===== src/rtl/parallel_transmitter_pkg.sv =====
// rtl/parallel_transmitter_pkg.sv - shared types and constants for the parallel link transmitter
package parallel_transmitter_pkg;

  localparam int LINK_DATA_W = 16;

  typedef enum logic [2:0] {
    IDLE    = 3'd0,
    LOAD    = 3'd1,
    SETUP   = 3'd2,
    WAIT_HI = 3'd3,
    WAIT_LO = 3'd4
  } tx_state_e;

  // Counter width for a modulus of n, never narrower than one bit.
  function automatic int clog2_min1(input int n);
    return (n <= 2) ? 1 : $clog2(n);
  endfunction

endpackage


===== src/rtl/parallel_transmitter_fifo.sv =====
// rtl/parallel_transmitter_fifo.sv - synchronous FIFO with registered read data
module parallel_transmitter_fifo
  import parallel_transmitter_pkg::*;
#(
  parameter int W     = LINK_DATA_W,
  parameter int DEPTH = 8
) (
  input  logic         clk_rx,
  input  logic         rst_rx,
  input  logic         wr_en,
  input  logic [W-1:0] wr_data,
  input  logic         rd_en,
  output logic [W-1:0] rd_data,
  output logic         full,
  output logic         empty
);

  localparam int AW = clog2_min1(DEPTH);

  logic [W-1:0]  mem [DEPTH];
  logic [AW-1:0] wr_ptr;
  logic [AW-1:0] rd_ptr;
  logic [AW:0]   count;
  logic          wr_acc;
  logic          rd_acc;

  // A write at full is dropped even if a read frees a slot in the same cycle.
  assign full   = (count == (AW+1)'(DEPTH));
  assign empty  = (count == '0);
  assign wr_acc = wr_en && !full;
  assign rd_acc = rd_en && !empty;

  always_ff @(posedge clk_rx) begin
    if (wr_acc) mem[wr_ptr] <= wr_data;
  end

  always_ff @(posedge clk_rx or posedge rst_rx) begin
    if (rst_rx) begin
      wr_ptr  <= '0;
      rd_ptr  <= '0;
      count   <= '0;
      rd_data <= '0;
    end else begin
      if (wr_acc) wr_ptr <= (wr_ptr == AW'(DEPTH-1)) ? '0 : wr_ptr + AW'(1);
      if (rd_acc) begin
        rd_data <= mem[rd_ptr];
        rd_ptr  <= (rd_ptr == AW'(DEPTH-1)) ? '0 : rd_ptr + AW'(1);
      end
      case ({wr_acc, rd_acc})
        2'b10:   count <= count + (AW+1)'(1);
        2'b01:   count <= count - (AW+1)'(1);
        default: count <= count;
      endcase
    end
  end

endmodule


===== src/rtl/parallel_transmitter_sync.sv =====
// rtl/parallel_transmitter_sync.sv - two-flop synchroniser for the far-end ready
module parallel_transmitter_sync (
  input  logic clk_rx,
  input  logic rst_rx,
  input  logic async_in,
  output logic sync_out
);

  logic [1:0] sync_ff;

  always_ff @(posedge clk_rx or posedge rst_rx) begin
    if (rst_rx) sync_ff <= 2'b00;
    else        sync_ff <= {sync_ff[0], async_in};
  end

  assign sync_out = sync_ff[1];

endmodule


===== src/rtl/parallel_transmitter.sv =====
// rtl/parallel_transmitter.sv - FIFO-fed transmit side of the 4-phase valid/ready parallel link
module parallel_transmitter
  import parallel_transmitter_pkg::*;
#(
  parameter int SETUP_CYCLES   = 2,
  parameter int TIMEOUT_CYCLES = 1024,
  parameter int CNT_W          = 16,
  parameter int FIFO_DEPTH     = 8
) (
  input  logic                   clk_rx,
  input  logic                   rst_rx,
  input  logic [LINK_DATA_W-1:0] data_in,
  input  logic                   wr_en,
  output logic                   fifo_full,
  output logic                   tx_busy,
  output logic [LINK_DATA_W-1:0] parallel_data_out,
  output logic                   parallel_valid_out,
  input  logic                   parallel_ready_in,
  output logic                   timeout_err,
  input  logic                   clr_err,
  output logic [CNT_W-1:0]       word_count
);

  localparam int SETUP_W = clog2_min1(SETUP_CYCLES);
  localparam int TMO_W   = clog2_min1(TIMEOUT_CYCLES);
  localparam bit TMO_EN  = (TIMEOUT_CYCLES > 0);
  localparam logic [SETUP_W-1:0] SETUP_LAST = SETUP_W'(SETUP_CYCLES - 1);
  localparam logic [TMO_W-1:0]   TMO_LAST   = TMO_W'(TMO_EN ? TIMEOUT_CYCLES - 1 : 0);

  tx_state_e              state;
  tx_state_e              state_nxt;
  logic                   fifo_empty;
  logic                   fifo_rd_en;
  logic [LINK_DATA_W-1:0] fifo_rd_data;
  logic                   ready_sync;
  logic [SETUP_W-1:0]     setup_cnt;
  logic [TMO_W-1:0]       tmo_cnt;
  logic                   tmo_abort;
  logic                   load_word;
  logic                   set_valid;
  logic                   clr_valid;
  logic                   tmo_hit;
  logic                   count_inc;

  parallel_transmitter_fifo #(
    .W     (LINK_DATA_W),
    .DEPTH (FIFO_DEPTH)
  ) u_fifo (
    .clk_rx  (clk_rx),
    .rst_rx  (rst_rx),
    .wr_en   (wr_en),
    .wr_data (data_in),
    .rd_en   (fifo_rd_en),
    .rd_data (fifo_rd_data),
    .full    (fifo_full),
    .empty   (fifo_empty)
  );

  parallel_transmitter_sync u_ready_sync (
    .clk_rx   (clk_rx),
    .rst_rx   (rst_rx),
    .async_in (parallel_ready_in),
    .sync_out (ready_sync)
  );

  always_ff @(posedge clk_rx or posedge rst_rx) begin
    if (rst_rx) state <= IDLE;
    else        state <= state_nxt;
  end

  always_comb begin
    state_nxt = state;
    case (state)
      IDLE:    if (!fifo_empty) state_nxt = LOAD;
      LOAD:    state_nxt = SETUP;
      SETUP:   if (setup_cnt == SETUP_LAST) state_nxt = WAIT_HI;
      WAIT_HI: if (ready_sync || tmo_hit) state_nxt = WAIT_LO;
      WAIT_LO: if (!ready_sync || tmo_hit) state_nxt = IDLE;
      default: state_nxt = IDLE;
    endcase
  end

  // A timeout only fires while the awaited ready level is still missing.
  always_comb begin
    fifo_rd_en = (state == IDLE) && !fifo_empty;
    load_word  = (state == LOAD);
    set_valid  = (state == SETUP) && (setup_cnt == SETUP_LAST);
    tmo_hit    = TMO_EN && (tmo_cnt == TMO_LAST) &&
                 (((state == WAIT_HI) && !ready_sync) || ((state == WAIT_LO) && ready_sync));
    clr_valid  = (state == WAIT_HI) && (ready_sync || tmo_hit);
    count_inc  = (state == WAIT_LO) && !ready_sync && !tmo_abort;
  end

  always_ff @(posedge clk_rx or posedge rst_rx) begin
    if (rst_rx) begin
      parallel_data_out  <= '0;
      parallel_valid_out <= 1'b0;
      setup_cnt          <= '0;
      tmo_cnt            <= '0;
      tmo_abort          <= 1'b0;
      timeout_err        <= 1'b0;
      word_count         <= '0;
    end else begin
      if (load_word) begin
        parallel_data_out <= fifo_rd_data;
        setup_cnt         <= '0;
        tmo_abort         <= 1'b0;
      end else if (state == SETUP) begin
        setup_cnt <= setup_cnt + SETUP_W'(1);
      end

      if (set_valid)      parallel_valid_out <= 1'b1;
      else if (clr_valid) parallel_valid_out <= 1'b0;

      // Restart the phase timer on every state change so each wait phase gets a full budget.
      if (state_nxt != state) tmo_cnt <= '0;
      else if ((state == WAIT_HI) || (state == WAIT_LO)) tmo_cnt <= tmo_cnt + TMO_W'(1);

      if (tmo_hit && (state == WAIT_HI)) tmo_abort <= 1'b1;

      if (tmo_hit)      timeout_err <= 1'b1;
      else if (clr_err) timeout_err <= 1'b0;

      if (count_inc) word_count <= word_count + CNT_W'(1);
    end
  end

  assign tx_busy = (state != IDLE) || !fifo_empty;

endmodule


===== config.mk =====
export PLATFORM = sky130hd
export DESIGN_NAME = parallel_transmitter
export DESIGN_NICKNAME = d
export VERILOG_FILES = /design/src/rtl/parallel_transmitter_pkg.sv /design/src/rtl/parallel_transmitter_fifo.sv /design/src/rtl/parallel_transmitter_sync.sv /design/src/rtl/parallel_transmitter.sv
export SDC_FILE = /design/constraint.sdc
export NUM_CORES = 1
export LEC_CHECK = 0
export ABC_AREA = 1
export CORE_MARGIN = 1.5
export CORE_UTILIZATION = 30
export DETAILED_ROUTE_END_ITERATION = 8
export SYNTH_ARGS = -nofsm -noshare
export SYNTH_HDL_FRONTEND = slang
export SYNTH_SLANG_ARGS = --single-unit

===== constraint.sdc =====
create_clock -name clk_rx -period 5.7 [get_ports clk_rx]
set_input_delay 1.71 -clock clk_rx [delete_from_list [all_inputs] [get_ports clk_rx]]
set_output_delay 1.71 -clock clk_rx [all_outputs]
set_load 0.05 [all_outputs]

== Word-level counts from Yosys, hierarchy flattened ==
Memories as Yosys holds them, arrays and structs flattened. A register that Yosys moved wholly into a read port is not among the register bits.
Cells that the tools add are included.

* Bits in registers: 61
* Bits in writable memories: 128
* Word-level logic and storage cells: 80
* Memories kept: 1

{| class="wikitable"
|+ Memories
! name !! depth !! width !! read ports !! clocked after memory_dff !! wr ports !! line !! source
|-
| u_fifo.mem || 8 || 16 || 1 || 1 || 1 || parallel_transmitter_fifo.sv:20 || <nowiki>logic [W-1:0] mem [DEPTH];</nowiki>
|}

* $add $sub $neg: 7
* Equal/unequal tests: 11
* Mux-type cells: 20
* Reductions and logical operators: 29

{| class="wikitable"
|+ Operators by type and width
! kind !! count
|-
| $mux 10 || 2
|-
| $mux 3 || 6
|-
| $add 16x1->16 const B || 1
|-
| $pmux 3 s5 || 1
|-
| $reduce_bool 2->1 || 6
|-
| $logic_and 1x1->1 || 11
|-
| $add 10x1->10 const B || 1
|-
| $eq 10x10->1 const B || 1
|-
| $mux 1 || 10
|-
| $eq 3x3->1 const B || 3
|-
| $pmux 4 s2 || 1
|-
| $add 3x1->3 const B || 2
|-
| $eq 3x2->1 const B || 2
|-
| $logic_or 1x1->1 || 5
|-
| $add 4x1->4 const B || 1
|-
| $eq 4x4->1 const B || 1
|-
| $logic_not 1->1 || 4
|-
| $logic_not 4->1 || 1
|-
| $sub 4x1->4 const B || 1
|-
| $eq 3x1->1 const B || 1
|-
| $logic_not 3->1 || 1
|-
| $ne 3x3->1 || 1
|-
| $reduce_bool 3->1 || 1
|-
| $eq 2x1->1 const B || 1
|-
| 2 further kinds || 2
|}

== Depth between registers and ports, before layout ==
Gate-level depths: netlist of the first run.

* Depth after elaboration: 9
* Gate-level depth with buffers: 11
* Gate-level depth less buffers: 10

== By module ==
From an unflattened synthesis of the first run, not the netlist that was laid out.

* Cell total of the unflattened synthesis: 942
* Area total of the unflattened synthesis: 9,147.5 sq um

{| class="wikitable"
|+ By module, submodules not included
! module !! instances !! cells each !! area an instance (sq um) !! seq. area each (sq um)
|-
| parallel_transmitter_fifo || 1 || 643 || 6,715.2 || 4,494.3
|-
| parallel_transmitter || 1 || 296 || 2,378.5 || 1,226.2
|-
| parallel_transmitter_sync || 1 || 3 || 53.8 || 50.0
|}

== Least setup slack after synthesis of the first run ==
OpenSTA, ideal clock, no wires.

* Path kind: input -> register
* From: input port wr_en
* To: memory u_fifo.mem[0][0] (netlist name), enable pin
* Arrival: 2.802 ns
* Data required time: 5.312 ns
* Path slack: 2.510 ns
* Cell stages on the path: 3
* Path through: nand2_1 -> or2_2 -> nor2_1

* Cells in the longest elaborated chain, start to end: 3

{| class="wikitable"
|+ RTL lines
! item !! line !! source
|-
| start: declaration || parallel_transmitter.sv:13 || <nowiki>input logic wr_en,</nowiki>
|-
| $logic_and 1x1->1 || parallel_transmitter_fifo.sv:30 || <nowiki>assign wr_acc = wr_en && !full;</nowiki>
|-
| $mux 1 || parallel_transmitter_fifo.sv:34 || <nowiki>if (wr_acc) mem[wr_ptr] <= wr_data;</nowiki>
|-
| $mux 1 (implied by the code) || parallel_transmitter_fifo.sv:34 ||
|-
| end: declaration || parallel_transmitter_fifo.sv:20 ||
|}

No other way between the ends.

== Worst setup path after layout of the first run ==
* From: register u_fifo.count[0]
* To: output port fifo_full

* Cells in the longest elaborated chain, start to end: 1

{| class="wikitable"
|+ RTL lines
! item !! line !! source
|-
| start: declaration || parallel_transmitter_fifo.sv:23 || <nowiki>logic [AW:0] count;</nowiki>
|-
| start signal: assignment || parallel_transmitter_fifo.sv:50 || <nowiki>2'b10: count <= count + (AW+1)'(1);</nowiki>
|-
| start signal: assignment || parallel_transmitter_fifo.sv:51 || <nowiki>2'b01: count <= count - (AW+1)'(1);</nowiki>
|-
| start signal: assignment || parallel_transmitter_fifo.sv:52 || <nowiki>default: count <= count;</nowiki>
|-
| $eq 4x4->1 || parallel_transmitter_fifo.sv:28 || <nowiki>assign full = (count == (AW+1)'(DEPTH));</nowiki>
|-
| end: declaration || parallel_transmitter.sv:14 || <nowiki>output logic fifo_full,</nowiki>
|}

No other way between the ends.

==> results of run 1 <==
-- cell type report --
cell class                      count  share of cell area [%]
Tap cell                          378                   4.602
Inverter                           64                   2.362
Multi-Input combinational cell    457                   23.17
Sequential cell                   205                   56.17
Clock buffer                       28                   5.881
Clock inverter                     13                   1.412
Timing Repair Buffer               69                   6.404
-- how the worst max path moves through the flow --
stage / slack (ns) / end / start / cells past startpoint
3_5_place_dp: 2.01 / u_fifo.count[3] / wr_en / 8
2_1_floorplan: 2.02 / parallel_data_out[0] / rst_rx / 1
5_1_grt: 1.72 / fifo_full / u_fifo.count[0] / 4
6_report: 1.88 / fifo_full / u_fifo.count[0] / 4
3_3_place_gp: 2.02 / u_fifo.count[3] / wr_en / 8
4_1_cts: 1.84 / fifo_full / u_fifo.count[0] / 4
-- through the flow --
step	instance area (µm²)	setup slack [ns]	cells	hold WS, ns	utilization, %
after floorplan	8529	2.023	758	0.3312	-
final	10280	1.880	1214	0.3519	36.89
after global routing	10280	1.723	1214	0.3660	36.89
after CTS	10280	1.840	1214	0.3547	36.89
after global placement	9527	2.025	1173	0.3428	34.20
after detailed placement	9527	2.010	1173	0.3394	34.20
-- layout by cell type, fill, tap and decap left out, types with 13 or more instances in the layout --
cell type                         Yosys  final
sky130_fd_sc_hd__dfrtp_1             77     76
sky130_fd_sc_hd__edfxtp_1           128    128
sky130_fd_sc_hd__o211ai_1            32     32
sky130_fd_sc_hd__nand3_1             17     17
sky130_fd_sc_hd__clkdlybuf4s50_1      0     56
sky130_fd_sc_hd__o21ai_0            113    113
sky130_fd_sc_hd__nor2_1             117    117
sky130_fd_sc_hd__o21ai_1             14     14
sky130_fd_sc_hd__xor2_1              16     16
sky130_fd_sc_hd__clkbuf_16            0     23
sky130_fd_sc_hd__inv_1               57     56
sky130_fd_sc_hd__nand2_1             85     85
sky130_fd_sc_hd__buf_4                0     13
-- state kept, by name (all words and copies together) (netlist names) --
name                  count
u_fifo.mem              128
parallel_data_out        16
u_fifo.rd_data           16
word_count               16
tmo_cnt                  10
u_fifo.count              4
state                     3
u_fifo.rd_ptr             3
u_fifo.wr_ptr             3
u_ready_sync.sync_ff      2
parallel_valid_out        1
setup_cnt                 1
timeout_err               1
tmo_abort                 1
-- power groups by stage --
stage | clock, W | combinational [W] | sequential, W
finish | 0.00144 | 0.00168 | 0.00202
CTS | 0.00149 | 0.00171 | 0.00202
detailed placement | 0 | 0.00170 | 0.00205
global route | 0.00155 | 0.00188 | 0.00205
global placement | 0 | 0.00167 | 0.00204
floorplan | 0 | 0.00103 | 0.00222
-- kinds of logic after synthesis --
kind of cell	after synthesis
compound gates	164
xor+xnor	22
fa+ha+maj	10
buf+inv	96
flops	205
mux	2
simple gates	259
-- per-layer routing --
metal | wire (µm) | vias to the layer above | global-route usage [%]
met1 | 8083 | 2577 | 15.91
met5 | 0 | - | 0
met4 | 157 | 0 | 3.318
met2 | 7791 | 81 | 19.10
li1 | - | 2722 | -
met3 | 762 | 13 | 2.393
==> PnR_summary.wiki, run 1 <==
{| class="wikitable"
! Metric !! Value
|-
| Rel. slew slack || roughly 30%
|-
| Minimum period implied by the final worst setup slack || 3.820 ns
|-
| Int Pwr || roughly 0.0033 W
|-
| Area fraction of the dominant cell type after synthesis || 45.06%
|-
| Type of the most critical hold path || flip-flop to flip-flop
|-
| Horizontal die dimension || approximately 170 µm
|-
| Clock tree from TritonCTS || done
|-
| Routability congestion estimate || about 0.77
|-
| Xor-xnor portion of the synthesized cell area || ~2.3%
|-
| Number of rows in the core area || 61
|-
| Max-slew violations || 0
|-
| Clock insertion delay at the later pin of the skew report || ~0.5 ns
|-
| Worst path cell trace || nor2_1, nand3_1, inv_1, clkdlybuf4s50_1
|-
| Count of flip-flops with a built-in enable after synthesis || 128
|-
| Crit Path Category || flip-flop to output port
|-
| Yosys Warn Count || 0
|-
| Core box area || 27860 µm²
|-
| Antenna viol nets, final || 0
|-
| Final count of negative-setup-slack endpoints || 0
|-
| Maximum number of pins on one net before global-route repair || slightly below 70
|-
| Number of cells traversed by the worst hold path || 0
|-
| Combinational cell fraction of total power || between 30% and 40%
|-
| IR drop worst, VDD || ~200 µV
|-
| Start point of the worst hold path || u_ready_sync.sync_ff[0]
|-
| Area fraction in compound gates after synthesis || a little over a tenth
|-
| Total of max-cap violations || 0
|-
| Clock transition at the registers of the reported paths || about 0.060 ns
|-
| Initial core utilization || between 30% and 40%
|-
| Startpoint type of the worst setup path || flip-flop
|-
| Global-route wire length before repair || ~27 mm
|-
| Most instantiated library cell after synthesis || sky130_fd_sc_hd__edfxtp_1
|-
| Post-synthesis cell type with the largest combined area || sky130_fd_sc_hd__edfxtp_1
|-
| Global route overflow || 0
|-
| Startpoint of the worst register-to-register path || state[1]
|-
| Static power due to leakage || approximately 3.8 nW
|-
| Post-synthesis adder-cell area fraction || under 10%
|-
| Worst-path fanout max || 3
|-
| Library cell used as clock root buffer || sky130_fd_sc_hd__clkbuf_16
|-
| Share of the yosys chip area belonging to registers || approximately two thirds
|-
| CP required || about 4 ns
|-
| Endpoint of the lowest-slack register-to-register path || u_fifo.count[3]
|-
| Maximum operating frequency || about 260 MHz
|-
| Clock skew || around 0.013 ns
|-
| Average routed wire per standard cell || ~14 µm
|-
| Mux contribution to synthesized area || less than 1%
|-
| Kind of cell with the highest combined delay on the critical path || buffers and inverters
|-
| Predominant post-synthesis flop cell || sky130_fd_sc_hd__edfxtp_1
|-
| Areal power density over the cells || ~500 nW/µm²
|-
| Combinational family with the most area after synthesis || simple AND/OR/NAND/NOR gates
|-
| Outcome || complete, no violations
|-
| Resized cells post-CTS || 0
|-
| DPL Wire Length || about 11 mm
|-
| Number of ports placed on the die boundary || 57
|-
| Number of storage elements in the synthesis netlist || around 200
|-
| CP max-delay cell || sky130_fd_sc_hd__clkdlybuf4s50_1
|-
| Length in cells of the worst reg-to-reg path || 9
|-
| Setup TNS after final layout || 0 ns
|-
| Unrepaired setup endpoints after global routing || false
|-
| Hold_buf cts || 0
|-
| Clock Path Buffers || 3
|-
| Initial detailed-routing violation count || 387
|-
| Post-Syn Instances || 758
|-
| PortBufs || 56
|-
| Per-cell via count in the routed design || 4.442
|-
| Bufs and invs on worst path || 2
|-
| Delay of the slowest cell on the worst path || between 0.7 and 0.8 ns
|-
| CTS Buf Count || 23
|-
| Inserted Diodes || 0
|-
| Count of fill cells added during filler insertion || roughly 2700
|-
| Vias after detailed routing || 5393
|-
| Final Power || ~0.0051 W
|-
| Share of final-layout standard cells stronger than drive strength 1 || roughly a tenth
|-
| Wire length reported by the detailed router || about 17 mm
|-
| Number of hold-slack violations in the final timing report || 0
|-
| Die outline area || between 20000 and 30000 µm²
|-
| Leading post-synthesis cells by instance count || sky130_fd_sc_hd__edfxtp_1, sky130_fd_sc_hd__nor2_1, sky130_fd_sc_hd__o21ai_0
|-
| Combined area of the multi-input logic cells || about 2400 µm²
|-
| Height of the die || between 150 and 200 µm
|-
| Antenna violations before repair || 0
|-
| H-tree depth || 1
|-
| Hold-critical path endpoint || u_ready_sync.sync_ff[1]
|-
| Synthesized netlist net count || approximately 790
|-
| Data arrival at the endpoint of the critical path || between 2 and 2.5 ns
|-
| Switching Share || between 30% and 40%
|-
| Async SR Flop Fraction || 37.56%
|-
| CP Capture Type || output port
|-
| Syn Area/Cell || ~11 µm²
|-
| Power share of the sequential group || between 30% and 40%
|-
| Via count of the first global-routing pass || about 5300
|-
| Number of distinct standard cells referenced by the synthesized netlist || 31
|-
| Postcts setup bufs || 0
|-
| Total net switching power || about 0.0018 W
|-
| Layout area overhead || 20.48%
|-
| Setup slack, reg-to-reg || roughly 2.9 ns
|-
| Aggregate global-route resource usage || a little under an eighth
|-
| Synthesized cell area || 8529 µm²
|-
| Detailed-route DRC error count || 0
|-
| Sequential cell area in the final layout || 5772 µm²
|-
| CTS sink count || 205
|-
| Clk network pwr share || 28.1%
|-
| Count of nets after finishing || about 850
|-
| Tightest Pin Transition || 1.048 ns
|-
| Largest cells by area after synthesis || sky130_fd_sc_hd__edfxtp_1, sky130_fd_sc_hd__dfrtp_1, sky130_fd_sc_hd__o21ai_0
|-
| Area fraction in and, or, nand and nor cells after synthesis || between 10% and 20%
|-
| Final cycle utilization of the critical path || approximately two thirds
|-
| First-pass iteration count of the detailed router || 4
|}
Power figures use the tool's default switching activity.
==> run 2, diff against run 1 <==
- clock period: 5.7 -> 3.1 ns (I/O delays scaled with it)
==> run 2 against run 1 <==
Compared with the run above:
- clock power is 82% higher
- cell area grew 0.30%
- non-clock buffer count grew 4
- highest routed layer unchanged
==> PnR_summary.wiki, run 2 (synthesized netlist as in run 1, its figures left out) <==
{| class="wikitable"
! Metric !! Value
|-
| Outcome || complete, no violations
|-
| Global route overflow || 0
|-
| Clock transition at the registers of the reported paths || 0.06 ns
|-
| Crit Path Category || flip-flop to output port
|-
| Number of non-filler instances in the completed layout || 1219
|-
| Die outline area || 29450 µm²
|-
| Type of the most critical hold path || flip-flop to flip-flop
|-
| Endpoint of the lowest-slack register-to-register path || u_fifo.count[3]
|-
| Tightest Pin Transition || 0.7047 ns
|-
| Antenna violations before repair || 0
|-
| Unrepaired setup endpoints after global routing || false
|-
| Per-cell via count in the routed design || about 4.5
|-
| Layout area overhead || 20.85%
|-
| Max-slew violations || 0
|-
| Setup slack, reg-to-reg || 0.83 ns
|-
| Data arrival at the endpoint of the critical path || 1.80 ns
|-
| Average routed wire per standard cell || roughly 14 µm
|-
| CP max-delay cell || sky130_fd_sc_hd__clkdlybuf4s50_1
|-
| Most common cell after layout, fill and taps aside || sky130_fd_sc_hd__edfxtp_1
|-
| Number of cells traversed by the worst hold path || 0
|-
| Hold_buf cts || 0
|-
| Clock Path Buffers || 3
|-
| Rel. slew slack || 52.86%
|-
| Total of max-cap violations || 0
|-
| Length in cells of the worst reg-to-reg path || 9
|-
| Startpoint of the worst register-to-register path || state[1]
|-
| Final count of negative-setup-slack endpoints || 0
|-
| PortBufs || 56
|-
| IR drop worst, VDD || 441.4 µV
|-
| Highest-count cells in the layout ignoring fill and taps || sky130_fd_sc_hd__edfxtp_1, sky130_fd_sc_hd__nor2_1, sky130_fd_sc_hd__o21ai_0
|-
| Max FFs per register || ~130
|-
| Routability congestion estimate || around 0.77
|-
| CTS sink count || 205
|-
| Maximum operating frequency || about 370 MHz
|-
| Kind of cell with the highest combined delay on the critical path || buffers and inverters
|-
| Number of rows in the core area || just over 60
|-
| Hold-critical path endpoint || u_ready_sync.sync_ff[1]
|-
| Aggregate global-route resource usage || 11.82%
|-
| Initial core utilization || between 30% and 40%
|-
| Maximum number of pins on one net before global-route repair || a little under 80
|-
| Vias after detailed routing || between 5000 and 6000
|-
| Clock insertion delay at the later pin of the skew report || a little over 0.5 ns
|-
| First-pass iteration count of the detailed router || 5
|-
| Number of cells on the critical path || 1
|-
| CTS Buf Count || 23
|-
| Resized cells post-CTS || 0
|-
| Areal power density over the cells || 918.1 nW/µm²
|-
| Clock skew || 0.01460 ns
|-
| Setup TNS after final layout || 0 ns
|-
| Number of instances in the placed design || 1177
|-
| Library cell used as clock root buffer || sky130_fd_sc_hd__clkbuf_16
|-
| Wire length reported by the detailed router || around 17 mm
|-
| Postcts setup bufs || 0
|-
| Horizontal die dimension || about 170 µm
|-
| Initial detailed-routing violation count || 367
|-
| Minimum period implied by the final worst setup slack || ~2.7 ns
|-
| Number of hold-slack violations in the final timing report || 0
|-
| Worst-path fanout max || 6
|-
| Inserted Diodes || 0
|-
| Final cycle utilization of the critical path || 88.10%
|-
| Worst path cell trace || clkdlybuf4s50_1
|-
| Core box area || 27860 µm²
|-
| Height of the die || ~170 µm
|-
| Startpoint type of the worst setup path || flip-flop
|-
| CP required || between 2 and 2.5 ns
|-
| Clock tree from TritonCTS || done
|-
| Count of fill cells added during filler insertion || roughly 2700
|-
| Count of nets after finishing || approximately 860
|-
| Top reg by flops || u_fifo.mem
|-
| H-tree depth || 1
|-
| Share of final-layout standard cells stronger than drive strength 1 || about a tenth
|-
| Antenna viol nets, final || 0
|-
| DPL Wire Length || roughly 11 mm
|-
| Via count of the first global-routing pass || between 5000 and 6000
|-
| Global-route wire length before repair || ~27 mm
|-
| Final core occ || a little under two fifths
|-
| Delay of the slowest cell on the worst path || approximately 0.86 ns
|-
| Start point of the worst hold path || u_ready_sync.sync_ff[0]
|-
| Number of ports placed on the die boundary || between 50 and 60
|-
| CP Capture Type || output port
|-
| Bufs and invs on worst path || 1
|-
| Detailed-route DRC error count || 0
|-
| Static power due to leakage || between 3 and 4 nW
|}
[run 2: cell types whose count changed in the layout (fill, tap and decap cells not counted), sizes merged]
cell,delta
buf,+4
bufinv,-1
clkbuf,+6
clkdlybuf4s50,-2
clkinv,-4
dlymetal6s2s,+2
[run 2: power breakdown]
group	switching, W	total [W]	internal, W
registers	0.000262	0.00374	0.00348
logic	0.00213	0.00310	0.000968
clock network	0.00103	0.00262	0.00159
[run 2: metal layers]
| metal | wire (µm) | global-route usage, % |
|---|---|---|
| met1 | 8167 | 16.71 |
| met2 | 7830 | 18.54 |
| met3 | 925 | 2.255 |
| met4 | 356 | 3.051 |
| met5 | 0 | 0 |
[run 2: how the worst max path moves through the flow]
stage                                 endpoint            start
after floorplan           parallel_data_out[0]           rst_rx
after global placement         u_fifo.count[3]            wr_en
after detailed placement       u_fifo.count[3]            wr_en
after CTS                            fifo_full  u_fifo.count[0]
after global routing             word_count[5]    word_count[5]
final                            word_count[8]    word_count[8]
[run 2: metrics by stage]
step / area (µm²) / worst slack, ns / hold slack (ns) / total power [W]
after floorplan: 8529 / 0.2033 / 0.3312 / 0.005974
after global placement: 9569 / 0.2642 / 0.3469 / 0.006869
after detailed placement: 9569 / 0.2519 / 0.3427 / 0.006947
after CTS: 10300 / 0.03859 / 0.3583 / 0.009590
after global routing: 10310 / 0.3054 / 0.3688 / 0.01007
final: 10310 / 0.3689 / 0.3549 / 0.009463
[run 2: cell type report]
class | count | area, µm² | share of cell area (%)
flip-flops and latches | 205 | 5772 | 56.00
multi-input cells | 457 | 2381 | 23.10
repair buffers | 73 | 705.7 | 6.846
clock buffers | 34 | 636.9 | 6.179
well taps | 378 | 473.0 | 4.588
inverters | 64 | 242.7 | 2.355
clock inverters | 8 | 96.34 | 0.9347
==> run 3, diff against run 2 <==
- SETUP_SLACK_MARGIN: unset -> 0.02
==> results of run 3 <==
Same layout as run 2: the final DEF is identical, and so are final timing and power.
